## config.mk

```make
export PLATFORM = sky130hd
export DESIGN_NAME = nrzi_stuff_piso
export DESIGN_NICKNAME = d
export VERILOG_FILES = /design/src/rtl/nrzi_stuff_piso.sv
export SDC_FILE = /design/constraint.sdc
export NUM_CORES = 1
export LEC_CHECK = 0
export BUFFER_PORTS_ARGS = -buffer_cell sky130_fd_sc_hd__buf_2
export CAP_MARGIN = 25
export CELL_PAD_IN_SITES_DETAIL_PLACEMENT = 0
export CELL_PAD_IN_SITES_GLOBAL_PLACEMENT = 2
export CORE_MARGIN = 1.5
export CORE_UTILIZATION = 36
export CTS_CLUSTER_DIAMETER = 200
export CTS_CLUSTER_SIZE = 16
export DETAILED_ROUTE_END_ITERATION = 6
export GPL_ROUTABILITY_DRIVEN = 0
export PLACE_DENSITY_LB_ADDON = 0.15
export SLEW_MARGIN = 20
export SYNTH_ARGS = -nofsm -noshare
export SYNTH_HDL_FRONTEND = slang
export SYNTH_SLANG_ARGS = --single-unit
```

## constraint.sdc

```tcl
create_clock -name clock -period 3.9 [get_ports clock]
set_clock_uncertainty 0.05 [all_clocks]
set_input_delay 0 -clock clock [delete_from_list [all_inputs] [get_ports clock]]
set_output_delay 0 -clock clock [all_outputs]
set_load 0.03 [all_outputs]
```

## src/rtl/nrzi_stuff_piso.sv

```systemverilog
// nrzi_stuff_piso
// Parallel-in serial-out USB-style line driver. A payload of up to W bits is
// captured on load, then sent one bit per clock as NRZI (a 0 toggles the line,
// a 1 holds it). After STUFF_RUN consecutive payload 1s a stuffed 0 (a toggle)
// is inserted. The packet ends with two SE0 cycles and one J cycle, in which
// done pulses.
//
// Ports
//   clock    : rising-edge clock, one bit period per cycle
//   reset    : synchronous active-high reset
//   load     : start request, accepted only while ready=1
//   D        : payload bits, sampled on accept
//   len      : payload bit count, sampled on accept (clamped to W)
//   ready    : idle, able to accept load
//   dp / dm  : D+ / D- line levels (J = 1/0, K = 0/1, SE0 = 0/0)
//   drive_en : block is driving the bus
//   done     : one-cycle pulse in the final J cycle of a packet
module nrzi_stuff_piso #(
    parameter int W         = 32,
    parameter int MSB_FIRST = 0,
    parameter int STUFF_RUN = 6,
    parameter int LW        = $clog2(W + 1)
) (
    input  logic          clock,
    input  logic          reset,
    input  logic          load,
    input  logic [W-1:0]  D,
    input  logic [LW-1:0] len,
    output logic          ready,
    output logic          dp,
    output logic          dm,
    output logic          drive_en,
    output logic          done
);
    localparam int OW = $clog2(STUFF_RUN + 1);

    typedef enum logic [2:0] {IDLE, SEND, STUFF, EOP0, EOP1, EOPJ} state_t;

    state_t        r_state;
    logic [W-1:0]  r_sh;      // remaining payload, next bit at the output end
    logic [LW-1:0] r_len;
    logic [LW-1:0] r_cnt;     // payload bits already emitted
    logic [OW-1:0] r_ones;    // current run of payload 1s
    logic          r_lvl;     // NRZI level currently on the line (1 = J)

    logic [LW-1:0] w_len_c;
    logic [W-1:0]  w_src;
    logic [W-1:0]  w_sh_nxt;
    logic          w_bit;
    logic          w_lvl_nxt;
    logic [OW-1:0] w_ones_nxt;
    logic          w_stuff;
    logic          w_last;
    logic          w_emit;
    logic          w_to_stuff;
    logic          w_to_eop;

    assign w_len_c = (len > LW'(W)) ? LW'(W) : len;

    // In IDLE the first bit comes straight from D; MSB-first payloads are
    // left-aligned so that bit len-1 sits at W-1 and shifts out first.
    assign w_src = (r_state != IDLE) ? r_sh :
                   (MSB_FIRST != 0)  ? (D << (LW'(W) - w_len_c)) : D;
    assign w_bit      = (MSB_FIRST != 0) ? w_src[W-1] : w_src[0];
    assign w_sh_nxt   = (MSB_FIRST != 0) ? (w_src << 1) : (w_src >> 1);
    assign w_lvl_nxt  = w_bit ? r_lvl : ~r_lvl;
    assign w_ones_nxt = w_bit ? (r_ones + OW'(1)) : '0;
    assign w_stuff    = (r_ones == OW'(STUFF_RUN));
    assign w_last     = (r_cnt == r_len);

    // Decide what the next bit period carries. The stuff check comes before
    // the end-of-payload check so a run ending on the last bit is still stuffed.
    always_comb begin
        w_emit     = 1'b0;
        w_to_stuff = 1'b0;
        w_to_eop   = 1'b0;
        case (r_state)
            IDLE: begin
                if (load) begin
                    if (w_len_c == '0) w_to_eop = 1'b1;
                    else               w_emit   = 1'b1;
                end
            end
            SEND: begin
                if (w_stuff)     w_to_stuff = 1'b1;
                else if (w_last) w_to_eop   = 1'b1;
                else             w_emit     = 1'b1;
            end
            STUFF: begin
                if (w_last) w_to_eop = 1'b1;
                else        w_emit   = 1'b1;
            end
            default: ;
        endcase
    end

    always_ff @(posedge clock) begin
        if (reset) begin
            r_state  <= IDLE;
            r_sh     <= '0;
            r_len    <= '0;
            r_cnt    <= '0;
            r_ones   <= '0;
            r_lvl    <= 1'b1;
            ready    <= 1'b1;
            dp       <= 1'b1;
            dm       <= 1'b0;
            drive_en <= 1'b0;
            done     <= 1'b0;
        end else begin
            done <= 1'b0;
            if (r_state == IDLE && load) r_len <= w_len_c;

            if (w_emit) begin
                r_state  <= SEND;
                r_sh     <= w_sh_nxt;
                r_cnt    <= r_cnt + LW'(1);   // zero on entry from IDLE
                r_ones   <= w_ones_nxt;
                r_lvl    <= w_lvl_nxt;
                dp       <= w_lvl_nxt;
                dm       <= ~w_lvl_nxt;
                drive_en <= 1'b1;
                ready    <= 1'b0;
            end else if (w_to_stuff) begin
                // stuffed 0: toggle without consuming a payload bit
                r_state <= STUFF;
                r_ones  <= '0;
                r_lvl   <= ~r_lvl;
                dp      <= ~r_lvl;
                dm      <= r_lvl;
            end else if (w_to_eop) begin
                // counters and level are restored here so IDLE starts clean
                r_state  <= EOP0;
                r_cnt    <= '0;
                r_ones   <= '0;
                r_lvl    <= 1'b1;
                dp       <= 1'b0;
                dm       <= 1'b0;
                drive_en <= 1'b1;
                ready    <= 1'b0;
            end else begin
                case (r_state)
                    EOP0: r_state <= EOP1;
                    EOP1: begin
                        r_state <= EOPJ;
                        dp      <= 1'b1;
                        dm      <= 1'b0;
                        done    <= 1'b1;
                    end
                    EOPJ: begin
                        r_state  <= IDLE;
                        drive_en <= 1'b0;
                        ready    <= 1'b1;
                    end
                    default: ;
                endcase
            end
        end
    end
endmodule
```

==> flow_metrics.tcl <==
set metrics [dict create \
    grt_busiest_layer "met2" \
    whs_ps 0.843 \
    drt_wl_total_mm 6.75 \
    synth_top_area_share_pct 41.3 \
    synthArstFlopShare_pct 0 \
    cap_violations 0 \
    cts_buffers 5 \
    die_y_um 89.1 \
    clkLatencyLatePin_ps 310 \
    core_area_um2 7210 \
    track_usage_pct 18.0 \
    fillers 735 \
    syn_area_um2 2670 \
    drt_pass1_iterations 4 \
    port_buffers 45 \
    ant_nets 0 \
    synthTopCellsByArea "dfxtp_1 41%, mux2i_1 12%, a211oi_1 9.0%, a21oi_1 8.4%, clkbuf_1 2.7%" \
    finalNetCount 402 \
    ys_seq_area_share_pct 41.3 \
    initial_core_util_pct 37.0 \
    tightest_slew_ps 708 \
    ys_types 46 \
    detail_route.iter0.violations 101 \
    ys_warn_count 0 \
    slew_headroom_pct 52.4 \
    synth_edf_count 0 \
    clkTransAtPathRegs_ps 110 \
    hold_class "input port to flop" \
    rsz0062_at_grt "no" \
    post-cts-setup-buffers 0 \
    cp-start-kind "flop" \
    critPathRequiredTime_ps 4060 \
    first_global_vias 2291 \
    min_period_ps 2680 \
    cts_tree "built" \
    postLayoutCellArea_um2 3430 \
    cts_root_buf "clkbuf_8" \
    finalCritPeriodShare_pct 68.6 \
    area_growth_pct 28.4 \
    syn_nets 336 \
    place_area_um2 2950 \
    row_count 31 \
    grt_use_met1_pct 25.3 \
    final_common_cell "dfxtp_1" \
    ys_seq_elements 55 \
    overflow 0 \
    antennaDiodeCount 0 \
    finalPower_mw 1.82 \
    powerDensity_nw_per_um2 530 \
    crit_path_end_kind "flop" \
    dp_hpwl_mm 4.09 \
    ios 46 \
    cts.sinks 55 \
    finalSetupViolCount 0 \
    die_w_um 89.1 \
    grt_use_met3_pct 2.95 \
    postSynthAreaPerCell_um2 9.14 \
    drc 0 \
    path_class "flop to flop" \
    routedWlPerCell_um 14.7 \
    hold_viol_final 0 \
    grt_util_met2_pct 27.7 \
    grt_max_degree 56 \
    antenna_found_initial 1 \
    design.die.area_um2 7940 \
    final_util_pct 47.5 \
    status "finished, final reports clean" \
    synth.largest_area_cell "dfxtp_1" \
    grt_pass1_wl_mm 11.0 \
    max-vdd-ir-drop_uv 204 \
    drv_slew 0 \
    cp_max_fo 34 \
    layout_setup_ws_ps 1220 \
    vias 2392 \
    most-common-layout-cells "55 x dfxtp_1, 45 x buf_2, 44 x a21oi_1, 34 x dlygate4sd3_1" \
    dp.cells 415 \
    clock.fmax_mhz 374 \
    dp_slack_ps 1220 \
    final_layout_size_suffix_gt1_share_pct 17.8 \
    viasPerCell 5.22 \
    crit_arrival_ps 2840 \
    clock_path_buffers 2 \
    timing.setup.tns_ps 0 \
    yosys_most_used_dff "dfxtp_1" \
    final_cells 458 \
    syn_inst 292 \
    h-tree-depth 2 \
    p_leak_nw 1.44 \
]
## worst max-delay path, stage by stage, from the launching register on
cell and delay (ps):
dfxtp_1 490, nor3_4 280, buf_4 540, mux2i_1 430
xor2_1 130, or3_1 350, a221o_1 300
## final cells by class
cell class	count	area (um2)	area share [%]
multi-input cells	207	1460	42.5
flip-flops and latches	55	1100	32.1
clock inverters	2	38.8	1.13
repair buffers	84	616	18.0
clock buffers	6	72.6	2.12
inverters	5	18.8	0.548
well taps	99	124	3.62
## cells by family after synthesis
kind of cell | Yosys count | synth area share [%]
compound gates | 102 | 24.9
simple gates | 60 | 12.5
flops | 55 | 41.3
mux | 32 | 12.0
buf+inv | 30 | 4.69
xor+xnor | 10 | 3.28
fa+ha+maj | 3 | 1.41
## Yosys cell counts (2+ instances only)
library cell  count
a211oi_1         32
a21o_1            2
a21oi_1          45
a31oi_1           3
a32oi_1           4
buf_2             4
buf_4             2
clkbuf_1         19
dfxtp_1          55
ha_1              3
inv_1             5
mux2i_1          32
nand2_1          19
nand3_1           3
nand3b_1          5
nand4_1           3
nand4b_1          2
nor2_1           13
o21ai_0           2
o21ai_1           2
or4_1             4
xnor2_1           3
xor2_1            7
## what timing repair did
action                                  in CTS  in global routing
hold buffers                                34                  0
endpoints found under the setup margin       0                  0
endpoints found under the hold margin       34                  0
resized for setup                            0                  0
## flip-flops by register name (all words and copies together), names as in the netlist, 3 cells and up
name,cells
r_state,3
r_len,6
r_cnt,6
r_sh,31
r_ones,3
## layer usage
layer,wire [um],part of all wire (%)
met5,13,0.19
met4,63,0.93
met3,167,2.5
met2,3090,46
met1,3410,51
## report_power, final
part	internal, mW	switching (mW)
sequential	0.690	0.0853
combinational	0.283	0.373
clock	0.194	0.191
total	1.17	0.649
## path summary, 6_finish.rpt
path | start | end | slack [ps] | depth (start not counted)
worst max-delay path | r_state[1] | r_lvl | 1220 | 6
worst min-delay path | D[19] | r_sh[18] | 0.8 | 3
worst max register to register | r_state[1] | r_lvl | 1220 | 6
worst min register to register | drive_en | drive_en | 410 | 2
No activity file was read; power rests on OpenSTA's default activity.
